## src/rtl/rom_img_pkg.sv

```systemverilog
// Shared definitions for the image ROM raster reader.
//   - Default image geometry and field widths.
//   - pix_beat_t: one pixel plus its coordinates and frame/line markers,
//     the unit stored in the output buffer.
//   - state_t: scan controller states.
package rom_img_pkg;

  localparam int DEF_WIDTH   = 256;
  localparam int DEF_HEIGHT  = 256;
  localparam int DEF_PIXEL_W = 8;
  localparam int DEF_ADDR_W  = 16;
  localparam int DEF_X_W     = 8;
  localparam int DEF_Y_W     = 8;

  typedef struct packed {
    logic [DEF_PIXEL_W-1:0] data;
    logic [DEF_X_W-1:0]     x;
    logic [DEF_Y_W-1:0]     y;
    logic                   sof;
    logic                   eol;
    logic                   eof;
  } pix_beat_t;

  typedef enum logic [1:0] {
    IDLE  = 2'd0,
    ISSUE = 2'd1,
    DRAIN = 2'd2
  } state_t;

endpackage

```

## src/rtl/pix_skid_fifo.sv

```systemverilog
// Two-entry FIFO of pixel beats used as the reader's output buffer.
// Ports:
//   i_clk, i_rst_n : clock, asynchronous active-low reset (clears contents)
//   i_flush        : synchronous empty (pointers and count only)
//   i_push, i_beat : write a beat at the tail
//   i_pop          : remove the head beat (ignored when empty)
//   o_head         : current head beat
//   o_occ          : number of stored beats, 0..2
module pix_skid_fifo
  import rom_img_pkg::*;
(
  input  logic        i_clk,
  input  logic        i_rst_n,
  input  logic        i_flush,
  input  logic        i_push,
  input  pix_beat_t   i_beat,
  input  logic        i_pop,
  output pix_beat_t   o_head,
  output logic [1:0]  o_occ
);

  pix_beat_t  r_mem [2];
  logic       r_rd;
  logic       r_wr;
  logic [1:0] r_cnt;

  logic       w_pop;
  logic       w_push;

  assign w_pop  = i_pop && (r_cnt != 2'd0);
  // A full buffer still accepts a push when the head leaves in the same cycle.
  assign w_push = i_push && ((r_cnt != 2'd2) || w_pop);

  always_ff @(posedge i_clk or negedge i_rst_n) begin
    if (!i_rst_n) begin
      for (int i = 0; i < 2; i++) r_mem[i] <= '0;
      r_rd  <= 1'b0;
      r_wr  <= 1'b0;
      r_cnt <= 2'd0;
    end else if (i_flush) begin
      r_rd  <= 1'b0;
      r_wr  <= 1'b0;
      r_cnt <= 2'd0;
    end else begin
      if (w_push) begin
        r_mem[r_wr] <= i_beat;
        r_wr        <= ~r_wr;
      end
      if (w_pop) r_rd <= ~r_rd;
      case ({w_push, w_pop})
        2'b10:   r_cnt <= r_cnt + 2'd1;
        2'b01:   r_cnt <= r_cnt - 2'd1;
        default: r_cnt <= r_cnt;
      endcase
    end
  end

  assign o_head = r_mem[r_rd];
  assign o_occ  = r_cnt;

endmodule

```

## src/rtl/rom_raster_reader.sv

```systemverilog
// Raster-scan reader for a synchronous image ROM (1-cycle latency, enable
// gated). Walks addresses 0..WIDTH*HEIGHT-1 row-major and presents each pixel
// on a valid/ready stream with x/y coordinates and sof/eol/eof markers.
// Reads are only issued while the 2-entry output buffer is guaranteed to have
// room for them, so backpressure never drops or duplicates a pixel.
// Ports:
//   clk, rst_n          : clock, asynchronous active-low reset
//   start, abort        : begin a scan (when idle) / kill the scan
//   busy, done          : scan in progress / last pixel accepted this cycle
//   rom_en, rom_addr    : ROM read request
//   rom_data            : ROM read data, valid the cycle after rom_en
//   out_valid/out_ready : output stream handshake
//   out_data, out_x, out_y, out_sof, out_eol, out_eof : head pixel beat
module rom_raster_reader
  import rom_img_pkg::*;
#(
  parameter int WIDTH   = DEF_WIDTH,
  parameter int HEIGHT  = DEF_HEIGHT,
  parameter int PIXEL_W = DEF_PIXEL_W,
  parameter int ADDR_W  = DEF_ADDR_W,
  parameter int X_W     = DEF_X_W,
  parameter int Y_W     = DEF_Y_W
) (
  input  logic               clk,
  input  logic               rst_n,
  input  logic               start,
  input  logic               abort,
  output logic               busy,
  output logic               done,
  output logic               rom_en,
  output logic [ADDR_W-1:0]  rom_addr,
  input  logic [PIXEL_W-1:0] rom_data,
  output logic               out_valid,
  input  logic               out_ready,
  output logic [PIXEL_W-1:0] out_data,
  output logic [X_W-1:0]     out_x,
  output logic [Y_W-1:0]     out_y,
  output logic               out_sof,
  output logic               out_eol,
  output logic               out_eof
);

  state_t             r_state;
  state_t             w_state_nxt;

  // Issue pointer: address and the coordinates of that address.
  logic [ADDR_W-1:0]  r_addr;
  logic [X_W-1:0]     r_ix;
  logic [Y_W-1:0]     r_iy;

  // Beat metadata travelling alongside the outstanding ROM read.
  logic               r_inflight;
  logic [X_W-1:0]     r_x_p1;
  logic [Y_W-1:0]     r_y_p1;
  logic               r_sof_p1;
  logic               r_eol_p1;
  logic               r_eof_p1;

  logic               w_x_last;
  logic               w_y_last;
  logic               w_pop;
  logic               w_rom_en;
  logic               w_start_ok;
  logic               w_done;
  logic [2:0]         w_load;
  logic [1:0]         w_occ;
  pix_beat_t          w_head;
  pix_beat_t          w_tail;

  assign w_x_last = (r_ix == X_W'(WIDTH - 1));
  assign w_y_last = (r_iy == Y_W'(HEIGHT - 1));

  assign out_valid = (w_occ != 2'd0);
  assign w_pop     = out_valid && out_ready;

  // Credit: buffered beats plus the read in flight, minus the beat leaving
  // now, must leave a free slot for the read issued this cycle.
  assign w_load   = {1'b0, w_occ} + {2'b00, r_inflight};
  assign w_rom_en = (r_state == ISSUE) && (w_load < (3'd2 + {2'b00, w_pop}));

  always_comb begin
    w_state_nxt = r_state;
    w_start_ok  = 1'b0;
    w_done      = 1'b0;
    case (r_state)
      IDLE: begin
        if (start) begin
          w_state_nxt = ISSUE;
          w_start_ok  = 1'b1;
        end
      end
      ISSUE: begin
        if (w_rom_en && w_x_last && w_y_last) w_state_nxt = DRAIN;
      end
      DRAIN: begin
        if (w_pop && w_head.eof) begin
          w_state_nxt = IDLE;
          w_done      = 1'b1;
        end
      end
      default: w_state_nxt = IDLE;
    endcase
    if (abort) begin
      w_state_nxt = IDLE;
      w_start_ok  = 1'b0;
      w_done      = 1'b0;
    end
  end

  always_ff @(posedge clk or negedge rst_n) begin
    if (!rst_n) r_state <= IDLE;
    else        r_state <= w_state_nxt;
  end

  // Issue pointer; holds on the final pixel instead of wrapping.
  always_ff @(posedge clk or negedge rst_n) begin
    if (!rst_n) begin
      r_addr <= '0;
      r_ix   <= '0;
      r_iy   <= '0;
    end else if (w_start_ok) begin
      r_addr <= '0;
      r_ix   <= '0;
      r_iy   <= '0;
    end else if (w_rom_en && !(w_x_last && w_y_last)) begin
      r_addr <= r_addr + 1'b1;
      if (w_x_last) begin
        r_ix <= '0;
        r_iy <= r_iy + 1'b1;
      end else begin
        r_ix <= r_ix + 1'b1;
      end
    end
  end

  // ---- stage p1: ROM read in flight, metadata delayed to meet rom_data ----
  always_ff @(posedge clk or negedge rst_n) begin
    if (!rst_n) begin
      r_inflight <= 1'b0;
      r_x_p1     <= '0;
      r_y_p1     <= '0;
      r_sof_p1   <= 1'b0;
      r_eol_p1   <= 1'b0;
      r_eof_p1   <= 1'b0;
    end else begin
      r_inflight <= w_rom_en && !abort;
      if (w_rom_en) begin
        r_x_p1   <= r_ix;
        r_y_p1   <= r_iy;
        r_sof_p1 <= (r_ix == '0) && (r_iy == '0);
        r_eol_p1 <= w_x_last;
        r_eof_p1 <= w_x_last && w_y_last;
      end
    end
  end

  // ---- stage p2: returning data joins its metadata at the buffer tail ----
  always_comb begin
    w_tail      = '0;
    w_tail.data = DEF_PIXEL_W'(rom_data);
    w_tail.x    = DEF_X_W'(r_x_p1);
    w_tail.y    = DEF_Y_W'(r_y_p1);
    w_tail.sof  = r_sof_p1;
    w_tail.eol  = r_eol_p1;
    w_tail.eof  = r_eof_p1;
  end

  pix_skid_fifo u_fifo (
    .i_clk   (clk),
    .i_rst_n (rst_n),
    .i_flush (abort),
    .i_push  (r_inflight),
    .i_beat  (w_tail),
    .i_pop   (w_pop),
    .o_head  (w_head),
    .o_occ   (w_occ)
  );

  assign busy     = (r_state != IDLE);
  assign done     = w_done;
  assign rom_en   = w_rom_en;
  assign rom_addr = r_addr;
  assign out_data = PIXEL_W'(w_head.data);
  assign out_x    = X_W'(w_head.x);
  assign out_y    = Y_W'(w_head.y);
  assign out_sof  = w_head.sof;
  assign out_eol  = w_head.eol;
  assign out_eof  = w_head.eof;

endmodule

```

## config.mk

```make
export PLATFORM = sky130hd
export DESIGN_NAME = rom_raster_reader
export DESIGN_NICKNAME = d
export VERILOG_FILES = /design/src/rtl/rom_img_pkg.sv /design/src/rtl/pix_skid_fifo.sv /design/src/rtl/rom_raster_reader.sv
export SDC_FILE = /design/constraint.sdc
export NUM_CORES = 1
export LEC_CHECK = 0
export BUFFER_PORTS_ARGS = -buffer_cell sky130_fd_sc_hd__buf_2
export CORE_MARGIN = 5
export CORE_UTILIZATION = 55
export DETAILED_ROUTE_END_ITERATION = 8
export PLACE_DENSITY = 0.76
export SLEW_MARGIN = 20
export SYNTH_ARGS = -nofsm -noshare
export SYNTH_HDL_FRONTEND = slang
export SYNTH_SLANG_ARGS = --single-unit
```

## constraint.sdc

```tcl
create_clock -name clk -period 5 [get_ports clk]
set_input_delay 0.5 -clock clk [delete_from_list [all_inputs] [get_ports clk]]
set_output_delay 0.5 -clock clk [all_outputs]
set_load 0.01 [all_outputs]
```

-- Word-level counts from Yosys, hierarchy flattened
Cells that the tools add are included.
- magnitude comparators: 4
- add/subtract/negate cells: 7
- reduce and logical (&&, ||, !) cells: 28
- bitwise operators: 5
- multiplexer cells: 31
- equal/unequal tests: 10
- operator list (cell ; number):
    $mux W27 ; 4
    $bwmux W54 ; 1
    $mux W8 ; 6
    $mux W16 ; 2
    $demux W27 S1 ; 1
    $add A16 B1 Y16 const B ; 1
    $add A8 B1 Y8 const B ; 2
    $eq A8 B8 Y1 const B ; 2
    $logic_not A8 Y1 ; 2
    $logic_and A1 B1 Y1 ; 12
    $reduce_bool A2 Y1 ; 6
    $mux W1 ; 10
    $mux W2 ; 5
    $ne A3 B3 Y1 const B ; 2
    $pmux W2 S3 ; 1
    $eq A2 B1 Y1 const B ; 2
    $eq A2 B2 Y1 const B ; 2
    $ge A2 B2 Y1 const B ; 2
    $not A1 Y2 ; 2
    $pmux W2 S2 ; 1
    $reduce_and A2 Y1 ; 2
    $add A2 B1 Y3 ; 1
    $add A2 B1 Y3 const A ; 1
    $lt A3 B3 Y1 ; 1
    other kinds (11) ; 14
- output and inout bits: 47
- logic and storage cells: 110
- register bits after elaboration: 112

-- Depth between registers and ports, before layout
- depth after elaboration: 10
- mapped depth: 8
- mapped depth without buffers: 7

-- Hierarchy
From an unflattened synthesis, not the netlist that was laid out.
- cell total of the unflattened synthesis: 455
- area total of the unflattened synthesis: 5268.8 um2
- modules (own cells, without submodules) (module ; instances ; area each (um2) ; cells each ; sequential area each (um2)):
    rom_raster_reader ; 1 ; 2643.8 ; 287 ; 1351.3
    pix_skid_fifo ; 1 ; 2625.0 ; 168 ; 1451.4

-- Worst setup path before layout
No wires, ideal clock.
- path kind: reg-to-reg
- from: reg r_inflight
- to: reg r_addr[8] (netlist: rom_addr[8])
- period minus slack after synthesis: 2.208 ns
- required time: 4.923 ns
- arrival: 2.131 ns
- setup time: 0.077 ns
- path slack: 2.792 ns
- cell stages (with the launch flop): 9
- path through: dfrtp_1 ha_1 ha_1 nor3b_4 nand3_2 a211o_1 buf_6 or3_1 a21oi_1
- longest elaborated chain between the ends: 5
- RTL lines (item ; RTL line ; RTL):
    start: declaration ; rom_raster_reader.sv:52 ; logic r_inflight;
    start signal: assignment ; rom_raster_reader.sv:146 ; r_inflight <= w_rom_en && !abort;
    $add A2 B1 Y3 ; rom_raster_reader.sv:78 ; assign w_load = {1'b0, w_occ} + {2'b00, r_inflight};
    $lt A3 B3 Y1 ; rom_raster_reader.sv:79 ; assign w_rom_en = (r_state == ISSUE) && (w_load < (3'd2 + {2'b00, w_pop}));
    $logic_and A1 B1 Y1 ; rom_raster_reader.sv:79 ;
    $logic_and A1 B1 Y1 ; rom_raster_reader.sv:125 ; end else if (w_rom_en && !(w_x_last && w_y_last)) begin
    $reduce_bool A2 Y1 (no source line) ; n/a ;
    end signal: assignment ; rom_raster_reader.sv:126 ; r_addr <= r_addr + 1'b1;
    end: declaration ; rom_raster_reader.sv:47 ; logic [ADDR_W-1:0] r_addr;
No other way between the ends.
A chain may end at the register's enable or synchronous reset.

-- Final worst setup path
- from: reg r_inflight
- to: out rom_en
- longest elaborated chain between the ends: 3
- RTL lines (item ; RTL line ; RTL):
    $add A2 B1 Y3 ; rom_raster_reader.sv:78 ;
    $lt A3 B3 Y1 ; rom_raster_reader.sv:79 ;
    $logic_and A1 B1 Y1 ; rom_raster_reader.sv:79 ;
    end: declaration ; rom_raster_reader.sv:30 ; output logic rom_en,
No other way between the ends.

==> reports/metrics.yaml <==
status: "completed"
r2r-end: "r_ix[2]"
cts_setup_buffers: 0
die_height_um: 107.0
core_um2: 9196
ctsHtreeMaxLevel: 3
crit_chain: "ha_1 > ha_1 > nor3b_4 > nand2_1 > inv_1 > buf_2"
pre_cts_slack_ns: 1.975
regToRegSetupSlack_ns: 2.26
crit_type: "flop to output port"
swShare_pct: 27.36
regArea_um2: 2803
clock_power_share_pct: 28.7
syn_nets: 452
final_cell_mix: "dfrtp_1 (112), mux2_2 (91), buf_2 (58)"
drt_wl_total_um: 9982
start_util_pct: 56.33
async_flop_share_pct: 100.0
areaGrowthSynthToFinish_pct: 11.40
max-vdd-ir-drop_mv: 0.2105
end_kind: "output port"
synth-warning-count: 0
die-area_um2: 11460
gp_congestion: 0.8582
relSlewSlack_pct: 35.26
cts_tree: "built"
portBuffers: 59
maxCapViolCount: 0
syn_area_um2: 5180
setup_viol: 0
path_buf_inv: 2
n_fill_cell: 765
crit_arrival_ns: 2.90
finalCritPeriodShare_pct: 67.95
power.switching_mw: 0.5186
antenna_left: 0
vias_per_cell: 5.869
wl_per_cell_um: 16.53
rsz0062_at_grt: "no"
power_frac_comb_pct: 15.6
finalHoldViolCount: 0
cts_max_path_buffers: 2
cp_max_fo: 29
syn_avg_cell_area_um2: 11.99
r2r_start: "r_inflight"
clockRootBuffer: "clkbuf_8"
hpwl_um: 6928
cts.clk_slew.worst_paths_ns: 0.10
seqPwrFrac_pct: 55.7
ios: 60
intPower_mw: 1.377
postCtsHoldBufs: 0
worst_ep_required_time_ns: 4.50
num_vias: 3545
clock_latency_ns: 0.37
path_common_cell: "ha_1"
grt_pass1_vias: 3683
synth.distinct_cells: 43
start_kind: "flop"
cpPeakStageDelay_ns: 0.65
fin_setup_tns_ns: 0
period_minus_slack_ns: 3.398
die_w_um: 107.0
first_pass_iters: 4
r2r_cells: 7
critPathTopFamily: "simple AND/OR/NAND/NOR gates"
setup_slack_ns: 1.602
critPathSlowestCell: "nand2_1"
holdWs_ns: 0.2123
grt_start_max_net_pins: 69
cts_resized: 0
antenna_cells: 0
cts_made_buffers: 9
antenna_found_initial: 0
fmax_mhz: 294.3
drc_errors: 0
drive_gt1_share_pct: 36.92
worst_slew_pin_slew_ns: 0.9688
fp-row-count: 35
synth_ff_type: "dfrtp_1"
layout_commonest_cell: "dfrtp_1"
grt_pass1_wl_um: 17600
p_leak_nw: 2.780
grt-ovfl-total: 0
powerDensity_nw_per_um2: 328.5
hp-class: "primary input to async pin"
fin_worst_skew_ns: 0.01104
synth_edf_count: 0
report.final.slew_viol_count: 0
nets: 509
synth_cells: 432
multi_input_area_um2: 2238
synth-seq-area-share_pct: 54.11
track_usage_pct: 18.92
cts.sinks: 112
drt_iter0_drc: 183
ys_ff_latch: 112
power_mw: 1.896
[worst max path at each step]
stage | depth (start not counted) | to | startpoint
after floorplan | 8 | rom_addr[8] | r_inflight
after global placement | 6 | rom_en | r_inflight
after detailed placement | 6 | rom_en | r_inflight
after CTS | 6 | rom_en | r_inflight
after global routing | 6 | rom_en | r_inflight
final | 6 | rom_en | r_inflight
[cells by family after synthesis]
| group | Yosys count | synth area share, % |
|---|---|---|
| AO/OA/AOI/OAI | 67 | 7.971 |
| XOR/XNOR | 5 | 0.8454 |
| adder cells (fa/ha/maj) | 7 | 1.691 |
| buffers and inverters | 33 | 2.898 |
| flip-flops | 112 | 54.11 |
| multiplexers | 94 | 20.36 |
| AND/OR/NAND/NOR | 114 | 12.13 |
[metal layers]
metal	global-route usage, %	vias up	wire length [um]	share of wire, %
li1	-	1686	-	-
met2	31.19	73	4964	50
met4	5.297	0	221	2.2
met1	24.35	1773	4329	43
met3	5.539	13	467	4.7
met5	0	-	0	0
[sequential cells by signal, summed over array words and instances, names as in the netlist]
| signal | cells |
|---|---|
| r_state | 2 |
| r_ix | 8 |
| r_x_p1 | 8 |
| r_y_p1 | 8 |
| u_fifo.r_rd | 1 |
| r_iy | 8 |
| u_fifo.r_mem | 54 |
| u_fifo.r_wr | 1 |
| u_fifo.o_occ | 2 |
| rom_addr | 16 |
| r_sof_p1 | 1 |
| r_inflight | 1 |
| r_eof_p1 | 1 |
| r_eol_p1 | 1 |
[cell type report]
cell class | count | area share, %
Inverter | 15 | 0.9757
Clock inverter | 6 | 1.301
Multi-Input combinational cell | 287 | 38.79
Timing Repair Buffer | 64 | 5.811
Clock buffer | 9 | 2.147
Sequential cell | 112 | 48.57
Tap cell | 111 | 2.407
[power groups by stage]
stage | combinational [mW] | sequential (mW) | clock [mW]
5_1_grt | 0.333 | 1.07 | 0.605
6_report | 0.296 | 1.06 | 0.544
2_1_floorplan | 0.190 | 1.06 | 0
3_5_place_dp | 0.301 | 1.07 | 0
4_1_cts | 0.302 | 1.06 | 0.559
3_3_place_gp | 0.292 | 1.07 | 0
[synthesized netlist by cell type (4+ instances only)]
master    count  area share [%]
mux2_2       91              20
inv_1        15             1.1
nor2_1       16             1.2
dfrtp_1     112              54
nand3_1      10            0.97
ha_1          7             1.7
a21oi_1      20             1.9
buf_2         6            0.58
or2_2         4            0.48
or3_1         9             1.1
nand4_1      10             1.2
o21ai_0      23             2.2
xor2_1        4            0.68
nand2_1      34             2.5
o31ai_1       8             1.2
or4_1        10             1.4
o211ai_1      5            0.72
clkbuf_1      7            0.51
[worst register-to-register path: cells and delay by family (launching register included)]
kind / cells / cell delay, ns
buffers and inverters: 1 / 0.40
adders and majority gates: 2 / 0.45
DFF: 1 / 0.47
and+or+nand+nor: 4 / 1.30
[through the flow]
step	instance area [um2]	util [%]	std cells
floorplan	5180	-	432
global placement	5572	60.59	589
detailed placement	5572	60.59	589
CTS	5771	62.75	604
global route	5771	62.75	604
finish	5771	62.75	604
(Power assumes the default switching activity.)
